$ cat config.mk
export PLATFORM = sky130hd
export DESIGN_NAME = lector_teclado_fifo
export DESIGN_NICKNAME = d
export VERILOG_FILES = /design/src/rtl/lector_teclado_fifo.sv
export SDC_FILE = /design/constraint.sdc
export NUM_CORES = 1
export LEC_CHECK = 0
export ABC_AREA = 1
export BUFFER_PORTS_ARGS = -buffer_cell sky130_fd_sc_hd__buf_2
export CAP_MARGIN = 20
export CORE_MARGIN = 2
export CORE_UTILIZATION = 40
export CTS_CLUSTER_DIAMETER = 50
export DETAILED_ROUTE_END_ITERATION = 8
export SLEW_MARGIN = 20
export SYNTH_ARGS = -nofsm -noshare
export SYNTH_HDL_FRONTEND = slang
export SYNTH_SLANG_ARGS = --single-unit
export TNS_END_PERCENT = 5
$ cat constraint.sdc
create_clock -name clk -period 5.35 [get_ports clk]
set_input_delay 0.8025 -clock clk [delete_from_list [all_inputs] [get_ports clk]]
set_output_delay 0.8025 -clock clk [all_outputs]
set_load 0.02 [all_outputs]
$ cat src/rtl/lector_teclado_fifo.sv
// Keypad scanner: one-hot column scan, press/release debounce, and a
// first-word-fall-through event FIFO drained with an ack_read handshake.
module lector_teclado_fifo #(
  parameter int unsigned ROWS            = 4,
  parameter int unsigned COLS            = 4,
  parameter int unsigned DEBOUNCE_PULSES = 3,
  parameter int unsigned SCAN_CYCLES     = 1,
  parameter int unsigned FIFO_DEPTH      = 4,
  parameter int unsigned RELEASE_EVT     = 1,
  localparam int unsigned CODE_W = (ROWS * COLS > 1) ? $clog2(ROWS * COLS) : 1
) (
  input  logic              clk,
  input  logic              rst,
  output logic [COLS-1:0]   col,
  input  logic [ROWS-1:0]   fil,
  output logic [CODE_W-1:0] key_code,
  output logic              key_release,
  output logic              key_valid,
  input  logic              ack_read,
  output logic              overflow
);

  localparam int unsigned COL_W  = (COLS > 1) ? $clog2(COLS) : 1;
  localparam int unsigned ROW_W  = (ROWS > 1) ? $clog2(ROWS) : 1;
  localparam int unsigned SCAN_W = $clog2(SCAN_CYCLES + 1);
  localparam int unsigned DEB_W  = $clog2(DEBOUNCE_PULSES + 1);
  localparam int unsigned PTR_W  = $clog2(FIFO_DEPTH);
  localparam int unsigned CNT_W  = PTR_W + 1;

  typedef enum logic [1:0] {
    ST_SCAN,
    ST_DEBOUNCE,
    ST_HELD
  } state_t;

  state_t            state, state_nxt;
  logic [COL_W-1:0]  col_idx, col_idx_nxt, col_adv;
  logic [SCAN_W-1:0] scan_cnt, scan_cnt_nxt;
  logic [DEB_W-1:0]  deb_cnt, deb_cnt_nxt;
  logic [ROWS-1:0]   pat, pat_nxt;
  logic [ROW_W-1:0]  row_idx, row_idx_nxt, row_now, push_row;
  logic              push, push_rel;
  logic [CODE_W-1:0] push_code;

  logic [CODE_W:0]   mem [FIFO_DEPTH];
  logic [PTR_W-1:0]  wr_ptr, rd_ptr, wr_ptr_nxt, rd_ptr_nxt;
  logic [CNT_W-1:0]  count, count_nxt;
  logic              pop, full, do_write, drop;

  function automatic logic [ROW_W-1:0] lowest_row(input logic [ROWS-1:0] v);
    lowest_row = '0;
    for (int i = ROWS - 1; i >= 0; i--) begin
      if (v[ROW_W'(i)]) lowest_row = ROW_W'(i);
    end
  endfunction

  assign row_now   = lowest_row(fil);
  assign col_adv   = (col_idx == COL_W'(COLS - 1)) ? '0 : col_idx + 1'b1;
  assign push_code = CODE_W'(32'(push_row) * COLS + 32'(col_idx));

  // Scan / debounce next-state; the column stays frozen while a key is tracked
  always_comb begin
    state_nxt    = state;
    col_idx_nxt  = col_idx;
    scan_cnt_nxt = scan_cnt;
    deb_cnt_nxt  = deb_cnt;
    pat_nxt      = pat;
    row_idx_nxt  = row_idx;
    push         = 1'b0;
    push_rel     = 1'b0;
    push_row     = row_idx;
    unique case (state)
      ST_SCAN: begin
        if (fil == '0) begin
          if (scan_cnt == SCAN_W'(SCAN_CYCLES - 1)) begin
            scan_cnt_nxt = '0;
            col_idx_nxt  = col_adv;
          end else begin
            scan_cnt_nxt = scan_cnt + 1'b1;
          end
        end else begin
          pat_nxt      = fil;
          row_idx_nxt  = row_now;
          scan_cnt_nxt = '0;
          deb_cnt_nxt  = DEB_W'(1);
          if (DEBOUNCE_PULSES == 1) begin
            push        = 1'b1;
            push_row    = row_now;
            deb_cnt_nxt = '0;
            state_nxt   = ST_HELD;
          end else begin
            state_nxt = ST_DEBOUNCE;
          end
        end
      end
      ST_DEBOUNCE: begin
        if (fil == pat) begin
          if (deb_cnt == DEB_W'(DEBOUNCE_PULSES - 1)) begin
            push        = 1'b1;
            deb_cnt_nxt = '0;
            state_nxt   = ST_HELD;
          end else begin
            deb_cnt_nxt = deb_cnt + 1'b1;
          end
        end else begin
          deb_cnt_nxt = '0;
          col_idx_nxt = col_adv;
          state_nxt   = ST_SCAN;
        end
      end
      ST_HELD: begin
        if (fil == '0) begin
          if (deb_cnt == DEB_W'(DEBOUNCE_PULSES - 1)) begin
            push        = (RELEASE_EVT != 0);
            push_rel    = 1'b1;
            deb_cnt_nxt = '0;
            col_idx_nxt = col_adv;
            state_nxt   = ST_SCAN;
          end else begin
            deb_cnt_nxt = deb_cnt + 1'b1;
          end
        end else begin
          deb_cnt_nxt = '0;
        end
      end
      default: state_nxt = ST_SCAN;
    endcase
  end

  // FIFO bookkeeping: pop is applied before push, so a full FIFO accepts push+pop
  always_comb begin
    pop        = ack_read && (count != '0);
    full       = (count == CNT_W'(FIFO_DEPTH));
    do_write   = push && (!full || pop);
    drop       = push && full && !pop;
    rd_ptr_nxt = pop ? rd_ptr + 1'b1 : rd_ptr;
    wr_ptr_nxt = do_write ? wr_ptr + 1'b1 : wr_ptr;
    case ({do_write, pop})
      2'b10:   count_nxt = count + 1'b1;
      2'b01:   count_nxt = count - 1'b1;
      default: count_nxt = count;
    endcase
  end

  always_ff @(posedge clk) begin
    if (!rst && do_write) mem[wr_ptr] <= {push_rel, push_code};
  end

  always_ff @(posedge clk) begin
    if (rst) begin
      state       <= ST_SCAN;
      col_idx     <= '0;
      col         <= COLS'(1);
      scan_cnt    <= '0;
      deb_cnt     <= '0;
      pat         <= '0;
      row_idx     <= '0;
      wr_ptr      <= '0;
      rd_ptr      <= '0;
      count       <= '0;
      key_valid   <= 1'b0;
      key_code    <= '0;
      key_release <= 1'b0;
      overflow    <= 1'b0;
    end else begin
      state     <= state_nxt;
      col_idx   <= col_idx_nxt;
      col       <= COLS'(1) << col_idx_nxt;
      scan_cnt  <= scan_cnt_nxt;
      deb_cnt   <= deb_cnt_nxt;
      pat       <= pat_nxt;
      row_idx   <= row_idx_nxt;
      wr_ptr    <= wr_ptr_nxt;
      rd_ptr    <= rd_ptr_nxt;
      count     <= count_nxt;
      key_valid <= (count_nxt != '0);
      overflow  <= overflow | drop;
      // Head register: bypass the write when the new entry becomes the head
      if (count_nxt != '0) begin
        if (do_write && (rd_ptr_nxt == wr_ptr)) {key_release, key_code} <= {push_rel, push_code};
        else                                    {key_release, key_code} <= mem[rd_ptr_nxt];
      end
    end
  end

endmodule

==> implementation parameters, run 1 <==
Parameter                              Value

GRT
  Initial antenna violation count    0
  Via count of the first global-routing pass    1,687
  Overall fraction of global-route tracks in use    0.151
  Total global routing overflow    0
  Largest net degree at the start of global routing    15
  Global-route wire length before repair    7530 um

Final layout
  Final net count    323
  Fill cell instance count of the final layout    563
  Area growth syn-to-layout    11.7%
  Most common library cell in the layout ignoring fill and taps    sky130_fd_sc_hd__nand2_1
  Commonest cells after routing, fill and taps aside    sky130_fd_sc_hd__nand2_1, sky130_fd_sc_hd__inv_1, sky130_fd_sc_hd__nor2_1
  Post-route cell area    2550 um^2
  Number of antenna diodes    0
  Proportion of layout cells with a drive suffix above 1    0.160

Setup path
  CP Cell Sequence    buf_2 -> inv_1 -> nand2_1 -> nand2_1 -> nor2_2 -> nand3_2 -> nand2_4 -> nand2_1 -> nand2_2 -> inv_1 -> fa_1 -> nand3_1 -> nand2_1 -> nor2_4 -> nand3_1 -> nand2_1 -> nor2_1
  Required arrival time at the worst endpoint    5540 ps
  Worst setup startpoint    fil[3]
  Sort of element at the end of the critical path    register
  Depth of the worst register-to-register path    14
  Type of origin of the critical path    input port
  Startpoint-to-endpoint class of the critical path    input port to register
  Max Fanout on Critical Path    9
  R2R Path Start    state[0]
  Arrival time at the worst endpoint    2770 ps
  Reg-to-reg setup timing slack    2850 ps
  Endpoint of the worst-slack reg-to-reg timing path    key_code[0]
  Library cell contributing the largest single delay on the critical path    sky130_fd_sc_hd__fa_1
  Worst path buffer plus inverter count    3
  Cell class contributing the biggest share of worst-path delay    simple AND/OR/NAND/NOR gates
  Most frequent cell on the critical path    sky130_fd_sc_hd__nand2_1
  Largest incremental delay on the critical path    430 ps

Synth
  Library cell occupying the most area in the post-synthesis netlist    sky130_fd_sc_hd__dfxtp_1
  Main area contributors after synthesis    sky130_fd_sc_hd__dfxtp_1, sky130_fd_sc_hd__edfxtp_1, sky130_fd_sc_hd__nand2_1
  Synth Area in Compound Gates    0.115
  Count of distinct cell types in the synthesized netlist    36
  Simple-gate share of the synthesized area    0.278
  Adder-cell area share of the yosys netlist    0.0580
  Xor and xnor fraction of the mapped netlist area    0.00383
  Post-Synthesis Cells    287
  Combinational family with the most area after synthesis    simple AND/OR/NAND/NOR gates
  Area share of the largest cell type after synthesis    0.245
  Ys Warns    0
  Number of flops mapped to enable cells by yosys    16
  Syn nets    304
  Share of async-settable or async-resettable flops after synthesis    0
  Multiplexer share of the synthesized area    0
  Cell area after technology mapping    2290 um^2
  Share of synthesized area occupied by flip-flops and latches    0.455
  Post-synthesis average cell area    7.97 um^2
  Number of synthesized register bits    44
  Most used flip-flop cell after synthesis    sky130_fd_sc_hd__dfxtp_1

Drt
  Antenna Nets Post-Route    0
  Number of DRC markers in iteration 0    103
  Via-per-instance ratio    4.63
  Via Count    1,753
  Number of search-and-repair iterations in the first detailed-routing pass    4
  Total wirelength of the detailed-routed design    4250 um
  Routed length per instance    11.2 um
  Number of remaining DRC errors    0

Clock network
  Total clock buffers created by CTS    5
  Library cell used as clock root buffer    sky130_fd_sc_hd__clkbuf_8
  Clock edge transition at the registers on the reported setup and hold paths    80 ps
  Clock tree sinks    44
  CTS Hold Buffers Added    0
  Number of buffers on the longest clock path    2
  CTS tree    done
  Cts repair resizes    0
  # Post-CTS Setup Buffers    0
  Insertion delay of the later-clocked pin in the worst-skew pair    300 ps
  H-tree depth reported by CTS    2

Floorplanning
  Initial core utilization    0.415
  Placeable Area    5510 um^2
  Top Ports    18
  Die Outline Area    6340 um^2
  Die boundary width    79.6 um
  Die outline height    79.6 um
  Cell row count    27

Min path
  Hold-critical path endpoint    overflow
  Beginning of the worst hold path    overflow
  Type of the tightest min-delay check    register to register
  Number of cells traversed by the worst hold path    1

Timing
  Final worst clock skew    9.47 ps
  Final-report setup violation count    0
  Number of max-slew violations in the final report    0
  Top achievable clock speed    388 MHz
  Setup repair after global routing missed its margin    no
  Total negative setup slack    0 ps
  Crit path time final    2580 ps
  Final setup slack of the worst path    2770 ps
  Crit share post-route    0.482
  Number of hold violations in the final report    0

Pwr
  Worst-case vdd ir drop    0.142 mV
  Cell area power density    427 nW/um^2
  Leakage power summed over all cells    1.17 nW

Run status
  Status    completed

Placement
  Count of input and output buffers    16
  Pre-CTS WS    2460 ps
  HPWL reported at the end of detailed placement    3250 um
  Dpl cell area    2430 um^2
  Final GP Congestion    0.838

Run
  Number of max-cap violations    0
==> routing by layer <==
layer	share of wire	GRT usage	vias to the layer above	wire, um
met5	0	0	-	0
met4	0.017	0.0621	0	73
met3	0.028	0.0305	7	117
met2	0.47	0.248	24	1990
met1	0.49	0.194	771	2070
li1	-	-	951	-
==> synthesized netlist by cell type, types with 3 or more instances <==
| master | number |
|---|---|
| sky130_fd_sc_hd__nand2_2 | 4 |
| sky130_fd_sc_hd__inv_1 | 39 |
| sky130_fd_sc_hd__dfxtp_1 | 28 |
| sky130_fd_sc_hd__a21oi_1 | 19 |
| sky130_fd_sc_hd__o21ai_0 | 12 |
| sky130_fd_sc_hd__nor2_2 | 3 |
| sky130_fd_sc_hd__o2bb2ai_1 | 4 |
| sky130_fd_sc_hd__inv_2 | 6 |
| sky130_fd_sc_hd__nor2_4 | 3 |
| sky130_fd_sc_hd__nand3_1 | 16 |
| sky130_fd_sc_hd__edfxtp_1 | 16 |
| sky130_fd_sc_hd__nor2_1 | 30 |
| sky130_fd_sc_hd__ha_1 | 9 |
| sky130_fd_sc_hd__nand2_1 | 72 |
==> kinds of logic (layout without fill, tap and decap cells) <==
logic type	Yosys count	in the layout
AOI/OAI and AO/OA	43	43
xor gates and xnor gates	1	1
adders and majority gates	10	10
buffers and inverters	51	71
DFF	44	44
other	1	1
and+or+nand+nor	137	137
==> sequential cells by signal (all words and copies together), names as in the netlist <==
| signal | count |
|---|---|
| col | 4 |
| col_idx | 2 |
| count | 3 |
| deb_cnt | 2 |
| key_code | 3 |
| key_release | 1 |
| key_valid | 1 |
| mem | 16 |
| overflow | 1 |
| pat | 4 |
| push_row | 1 |
| rd_ptr | 2 |
| state | 2 |
| wr_ptr | 2 |
==> metrics by stage <==
stage	instances	utilization	total power, mW	hold slack, ps
6_report	379	0.464	1.09	472
2_1_floorplan	287	-	0.749	443
3_5_place_dp	371	0.442	0.833	461
5_1_grt	379	0.464	1.18	499
3_3_place_gp	371	0.442	0.830	456
4_1_cts	379	0.464	1.10	482
==> layout make-up <==
type	count	area, um^2	share of cell area
timing repair buffer	16	80.1	0.0313
multi-input combinational	192	1040	0.408
sequential	44	1040	0.407
tap	72	90.1	0.0353
clock buffer	6	82.6	0.0323
clock inverter	2	38.8	0.0152
inverter	47	179	0.0700
==> how the worst max path moves through the flow <==
| stage | to | slack (ps) | cells after the start |
|---|---|---|---|
| 2_1_floorplan | key_code[0] | 2800 | 16 |
| 3_3_place_gp | key_code[2] | 2520 | 17 |
| 6_report | key_code[0] | 2770 | 17 |
| 5_1_grt | key_code[0] | 2510 | 16 |
| 3_5_place_dp | key_code[0] | 2460 | 17 |
| 4_1_cts | key_release | 2780 | 17 |
==> power breakdown <==
group	switching, mW	leakage (nW)	internal [mW]	total (mW)
Sequential	0.0293	0.377	0.386	0.415
Combinational	0.267	0.733	0.143	0.410
Clock	0.114	0.0614	0.153	0.266
Total	0.410	1.17	0.682	1.09
Note: power is estimated with default switching activity, not from simulation.
==> inputs of run 2 (changes only) <==
==> constraint.sdc (replaced) <==
create_clock -name clk -period 2.65 [get_ports clk]
set_input_delay 0.3975 -clock clk [delete_from_list [all_inputs] [get_ports clk]]
set_output_delay 0.3975 -clock clk [all_outputs]
set_load 0.02 [all_outputs]
==> run 2 against run 1 <==
  * Count of clock-buffer cells in the layout did not move
  * Clock skew rose by 0.60 ps
  * First-iteration DRC count fell by 3.9%
  * Core utilization rose by 0.41 points
  * Power rose by 100%
  * Global-route usage fell by 0.086 points
  * Sequential cell count did not move
  * Setup slack got worse by 2400 ps
  * Clock power rose by 100%
  * Non-clock buffer count rose by 3
  * Register-to-register slack got worse by 2500 ps
==> implementation parameters, run 2 (synthesized netlist as in run 1, its figures left out) <==
Parameter                              Value

Run status
  Status    completed (unchanged)

Clock network
  Total clock buffers created by CTS    5 (unchanged)
  # Post-CTS Setup Buffers    0 (unchanged)
  Clock tree sinks    44 (unchanged)
  Library cell used as clock root buffer    sky130_fd_sc_hd__clkbuf_8 (unchanged)
  CTS Hold Buffers Added    0 (unchanged)
  Clock edge transition at the registers on the reported setup and hold paths    90 ps (was 80 ps)
  Number of buffers on the longest clock path    2 (unchanged)
  Insertion delay of the later-clocked pin in the worst-skew pair    300 ps (about the same)
  H-tree depth reported by CTS    2 (unchanged)
  Cts repair resizes    0 (unchanged)
  CTS tree    done (unchanged)

Setup path
  Library cell contributing the largest single delay on the critical path    sky130_fd_sc_hd__fa_1 (unchanged)
  Max Fanout on Critical Path    9 (unchanged)
  Reg-to-reg setup timing slack    320 ps (was 2850 ps)
  Largest incremental delay on the critical path    430 ps (about the same)
  Type of origin of the critical path    register (was input port)
  R2R Path Start    pat[1] (was state[0])
  Required arrival time at the worst endpoint    2840 ps (was 5540 ps)
  Worst setup startpoint    pat[1] (was fil[3])
  Arrival time at the worst endpoint    2510 ps (was 2770 ps)
  Endpoint of the worst-slack reg-to-reg timing path    key_code[0] (unchanged)
  CP Cell Sequence    inv_1 -> nand2_1 -> nand2_1 -> nor2_2 -> nand3_2 -> nand2_4 -> nand2_1 -> nand2_2 -> inv_1 -> fa_1 -> nand3_1 -> nand2_1 -> nor2_4 -> nand3_1 -> nand2_1 -> nor2_1 (was buf_2 -> inv_1 -> nand2_1 -> nand2_1 -> nor2_2 -> nand3_2 -> nand2_4 -> nand2_1 -> nand2_2 -> inv_1 -> fa_1 -> nand3_1 -> nand2_1 -> nor2_4 -> nand3_1 -> nand2_1 -> nor2_1)
  Sort of element at the end of the critical path    register (unchanged)
  Most frequent cell on the critical path    sky130_fd_sc_hd__nand2_1 (unchanged)
  Depth of the worst register-to-register path    16 (was 14)
  Startpoint-to-endpoint class of the critical path    register to register (was input port to register)

Placement
  Count of input and output buffers    16 (unchanged)
  Post-placement cell count    374 (was 371)
  Final GP Congestion    0.841 (was 0.838)
  HPWL reported at the end of detailed placement    3260 um (was 3250 um)

Final layout
  Number of antenna diodes    0 (unchanged)
  Proportion of layout cells with a drive suffix above 1    0.168 (was 0.160)
  Area growth syn-to-layout    12.7% (was 11.7%)
  Commonest cells after routing, fill and taps aside    sky130_fd_sc_hd__nand2_1, sky130_fd_sc_hd__inv_1, sky130_fd_sc_hd__nor2_1 (unchanged)
  Most common library cell in the layout ignoring fill and taps    sky130_fd_sc_hd__nand2_1 (unchanged)
  Largest register FFs    16 (unchanged)
  Number of cells in the finished layout apart from fillers    382 (was 379)
  Leading registers by flop count    mem (16), col (4), pat (4) (unchanged)
  Largest register by flop count    mem (unchanged)
  Final net count    326 (was 323)

Timing
  Crit path time final    2330 ps
  Transition time at the pin with the least slew margin    489 ps
  Setup repair after global routing missed its margin    no (unchanged)
  Crit share post-route    0.878
  Total negative setup slack    0 ps (unchanged)
  Number of hold violations in the final report    0 (unchanged)
  Top achievable clock speed    430 MHz
  Final worst clock skew    10.1 ps (was 9.47 ps)
  Relative slew slack    0.671
  Final-report setup violation count    0 (unchanged)
  Number of max-slew violations in the final report    0 (unchanged)

Min path
  Beginning of the worst hold path    fil[1] (was overflow)
  Type of the tightest min-delay check    input port to register (was register to register)
  Hold-critical path endpoint    pat[1] (was overflow)
  Number of cells traversed by the worst hold path    3 (was 1)

Floorplanning
  Die outline height    79.6 um (unchanged)
  Placeable Area    5510 um^2 (unchanged)
  Initial core utilization    0.415 (unchanged)
  Die Outline Area    6340 um^2 (unchanged)
  Cell row count    27 (unchanged)
  Die boundary width    79.6 um (unchanged)
  Top Ports    18 (unchanged)

Drt
  Antenna Nets Post-Route    0 (unchanged)
  Via Count    1,784 (was 1,753)
  Number of DRC markers in iteration 0    99 (was 103)
  Number of remaining DRC errors    0 (unchanged)
  Total wirelength of the detailed-routed design    4290 um (was 4250 um)
  Routed length per instance    11.2 um (about the same)
  Via-per-instance ratio    4.67 (was 4.63)
  Number of search-and-repair iterations in the first detailed-routing pass    4 (unchanged)

Pwr
  Cell area power density    858 nW/um^2 (was 427 nW/um^2)
  Leakage power summed over all cells    1.19 nW (was 1.17 nW)
  Total power consumption of the routed design    2.21 mW (was 1.09 mW)
  Worst-case vdd ir drop    0.290 mV (was 0.142 mV)

GRT
  Largest net degree at the start of global routing    15 (unchanged)
  Global-route wire length before repair    7450 um (was 7530 um)
  Via count of the first global-routing pass    1,640 (was 1,687)
  Overall fraction of global-route tracks in use    0.150 (was 0.151)
  Total global routing overflow    0 (unchanged)
  Initial antenna violation count    0 (unchanged)

Run
  Number of max-cap violations    0 (unchanged)
==> run 2: cell types whose count changed in the layout (fill, tap and decap cells not counted) <==
cell	delta
sky130_fd_sc_hd__buf_4	+3
==> run 2: layout make-up <==
type                       count  area (um^2)
clock buffer                   6         82.6
clock inverter                 2         38.8
multi-input combinational    192         1040
sequential                    44         1040
timing repair buffer          19          103
fill                         581         2930
inverter                      47          179
tap                           72         90.1
==> run 2: power by group <==
part	switching, mW	leakage (nW)	internal, mW
sequential	0.0561	0.377	0.779
combinational	0.539	0.749	0.300
clock	0.230	0.0614	0.308
==> run 2: worst max-delay path, delay by kind of cell, from the launching register on <==
kind | cells | cell delay, ps
buffers and inverters | 2 | 110
flip-flops | 1 | 360
AND/OR/NAND/NOR | 13 | 1340
adder cells (fa/ha/maj) | 1 | 430
==> run 2: layer usage <==
| layer | wire length [um] | track usage | up-vias |
|---|---|---|---|
| li1 | - | - | 957 |
| met1 | 2140 | 0.194 | 805 |
| met2 | 2020 | 0.247 | 16 |
| met3 | 76 | 0.0305 | 6 |
| met4 | 54 | 0.0569 | 0 |
| met5 | 0 | 0 | - |
==> run 2: worst max-delay path by stage <==
stage / to / slack [ps]
final: key_code[0] / 320
after global routing: key_code[2] / 80
after CTS: key_code[0] / 320
after detailed placement: key_code[0] / 170
after global placement: key_code[2] / 230
after floorplan: key_code[0] / 400
==> run 2: through the flow <==
step	area [um^2]	utilization	hold slack (ps)	worst slack, ps
6_report	2580	0.468	372	324
3_5_place_dp	2460	0.446	466	171
5_1_grt	2580	0.468	380	80.1
4_1_cts	2580	0.468	363	323
3_3_place_gp	2460	0.446	456	231
2_1_floorplan	2290	-	443	401
==> inputs of run 3 (changes only) <==
--- a/config.mk
+++ b/config.mk
@@ -12,6 +12,8 @@
 export CORE_UTILIZATION = 40
 export CTS_CLUSTER_DIAMETER = 50
 export DETAILED_ROUTE_END_ITERATION = 8
+export MAX_ROUTING_LAYER = met4
+export SETUP_SLACK_MARGIN = 0.02
 export SLEW_MARGIN = 20
 export SYNTH_ARGS = -nofsm -noshare
 export SYNTH_HDL_FRONTEND = slang
==> run 3 against run 2 <==
  * Cell count is the same
  * Die area unchanged
  * Cell area unchanged
  * Critical path type unchanged
==> implementation parameters, run 3 (synthesized netlist as in run 1, its figures left out) <==
Parameter                              Value

Placement
  Final GP Congestion    0.854 (was 0.841)
  Pre-CTS WS    171 ps (unchanged)
  HPWL reported at the end of detailed placement    3260 um (unchanged)
  Count of input and output buffers    16 (unchanged)

GRT
  Initial antenna violation count    0 (unchanged)
  Global-route wire length before repair    7440 um (was 7450 um)
  Via count of the first global-routing pass    1,639 (was 1,640)
  Largest net degree at the start of global routing    15 (unchanged)
  Overall fraction of global-route tracks in use    0.154 (was 0.150)
  Total global routing overflow    0 (unchanged)

Final layout
  Most common library cell in the layout ignoring fill and taps    sky130_fd_sc_hd__nand2_1 (unchanged)
  Area growth syn-to-layout    12.7% (unchanged)
  Number of antenna diodes    0 (unchanged)
  Largest register FFs    16 (unchanged)
  Commonest cells after routing, fill and taps aside    sky130_fd_sc_hd__nand2_1, sky130_fd_sc_hd__inv_1, sky130_fd_sc_hd__nor2_1 (unchanged)
  Leading registers by flop count    mem (16), col (4), pat (4) (unchanged)
  Proportion of layout cells with a drive suffix above 1    0.168 (unchanged)
  Final net count    326 (unchanged)
  Largest register by flop count    mem (unchanged)

Setup path
  CP Cell Sequence    inv_1 -> nand2_1 -> nand2_1 -> nor2_2 -> nand3_2 -> nand2_4 -> nand2_1 -> nand2_2 -> inv_1 -> fa_1 -> nand3_1 -> nand2_1 -> nor2_4 -> nand3_1 -> nand2_1 -> nor2_1 (unchanged)
  Required arrival time at the worst endpoint    2840 ps (about the same)
  Library cell contributing the largest single delay on the critical path    sky130_fd_sc_hd__fa_1 (unchanged)
  Most frequent cell on the critical path    sky130_fd_sc_hd__nand2_1 (unchanged)
  Sort of element at the end of the critical path    register (unchanged)
  Max Fanout on Critical Path    9 (unchanged)
  Largest incremental delay on the critical path    430 ps (about the same)
  Type of origin of the critical path    register (unchanged)
  Startpoint-to-endpoint class of the critical path    register to register (unchanged)
  Arrival time at the worst endpoint    2510 ps (about the same)

Run
  Number of max-cap violations    0 (unchanged)

Drt
  Number of DRC markers in iteration 0    107 (was 99)
  Antenna Nets Post-Route    0 (unchanged)
  Via-per-instance ratio    4.66 (was 4.67)
  Number of search-and-repair iterations in the first detailed-routing pass    4 (unchanged)
  Via Count    1,781 (was 1,784)
  Routed length per instance    11.3 um (was 11.2 um)
  Number of remaining DRC errors    0 (unchanged)
  Total wirelength of the detailed-routed design    4300 um (was 4290 um)

Pwr
  Leakage power summed over all cells    1.19 nW (unchanged)
  Cell area power density    859 nW/um^2 (was 858 nW/um^2)
  Worst-case vdd ir drop    0.289 mV (was 0.290 mV)

Clock network
  CTS Hold Buffers Added    0 (unchanged)
  Library cell used as clock root buffer    sky130_fd_sc_hd__clkbuf_8 (unchanged)
  Total clock buffers created by CTS    5 (unchanged)
  CTS tree    done (unchanged)
  Number of buffers on the longest clock path    2 (unchanged)
  Clock tree sinks    44 (unchanged)
  Insertion delay of the later-clocked pin in the worst-skew pair    300 ps (about the same)
  Cts repair resizes    0 (unchanged)
  Clock edge transition at the registers on the reported setup and hold paths    90 ps (about the same)
  # Post-CTS Setup Buffers    0 (unchanged)
  H-tree depth reported by CTS    2 (unchanged)

Run status
  Status    completed (unchanged)

Timing
  Crit path time final    2320 ps (was 2330 ps)
  Crit share post-route    0.877 (was 0.878)
  Setup repair after global routing missed its margin    no (unchanged)
  Relative slew slack    0.670 (was 0.671)
  Final setup slack of the worst path    326 ps (was 324 ps)
  Transition time at the pin with the least slew margin    490 ps (was 489 ps)
  Number of max-slew violations in the final report    0 (unchanged)
  Final-report setup violation count    0 (unchanged)
  Total negative setup slack    0 ps (unchanged)
  Top achievable clock speed    430 MHz (about the same)
  Final worst clock skew    9.65 ps (was 10.1 ps)
  Number of hold violations in the final report    0 (unchanged)

Min path
  Type of the tightest min-delay check    input port to register (unchanged)

Floorplanning
  Cell row count    27 (unchanged)
  Die Outline Area    6340 um^2 (unchanged)
  Top Ports    18 (unchanged)
  Placeable Area    5510 um^2 (unchanged)
  Die boundary width    79.6 um (unchanged)
  Die outline height    79.6 um (unchanged)
  Initial core utilization    0.415 (unchanged)
==> run 3: area by class of cell <==
class	count	area, um^2
clock inverter	2	38.8
clock buffer	6	82.6
fill	581	2930
timing repair buffer	19	103
inverter	47	179
sequential	44	1040
tap	72	90.1
multi-input combinational	192	1040
==> run 3: final timing paths <==
kind,cells past startpoint,slack (ps),end,from
worst max-delay path,16,330,key_code[0],pat[1]
worst min-delay path,3,370,pat[1],fil[1]
worst max register to register,16,330,key_code[0],pat[1]
worst min register to register,1,480,overflow,overflow
==> run 3: worst max-delay path, delay by kind of cell, from the launching register on <==
family | cells | cell delay (ps)
AND/OR/NAND/NOR | 13 | 1340
adder cells (fa/ha/maj) | 1 | 430
flip-flops | 1 | 360
buffers and inverters | 2 | 110
==> run 3: metal layers <==
| metal | vias up | share of wire | track usage |
|---|---|---|---|
| met1 | 797 | 0.49 | 0.194 |
| met4 | 0 | 0.015 | 0.0569 |
| li1 | 956 | - | - |
| met2 | 20 | 0.47 | 0.247 |
| met3 | 8 | 0.022 | 0.0271 |
| met5 | - | 0 | - |
==> run 3: per-stage QoR <==
step | area (um^2) | hold WS, ps | power, mW | instances | utilization
floorplan | 2290 | 443 | 1.51 | 287 | -
global placement | 2460 | 456 | 1.69 | 374 | 0.446
detailed placement | 2460 | 466 | 1.69 | 374 | 0.446
CTS | 2580 | 363 | 2.23 | 382 | 0.468
global route | 2580 | 383 | 2.40 | 382 | 0.468
finish | 2580 | 371 | 2.21 | 382 | 0.468
==> run 3: power breakdown <==
part	switching, mW	total, mW	internal, mW	leakage (nW)
Sequential	0.0560	0.835	0.779	0.377
Combinational	0.540	0.840	0.300	0.749
Clock	0.231	0.539	0.308	0.0614
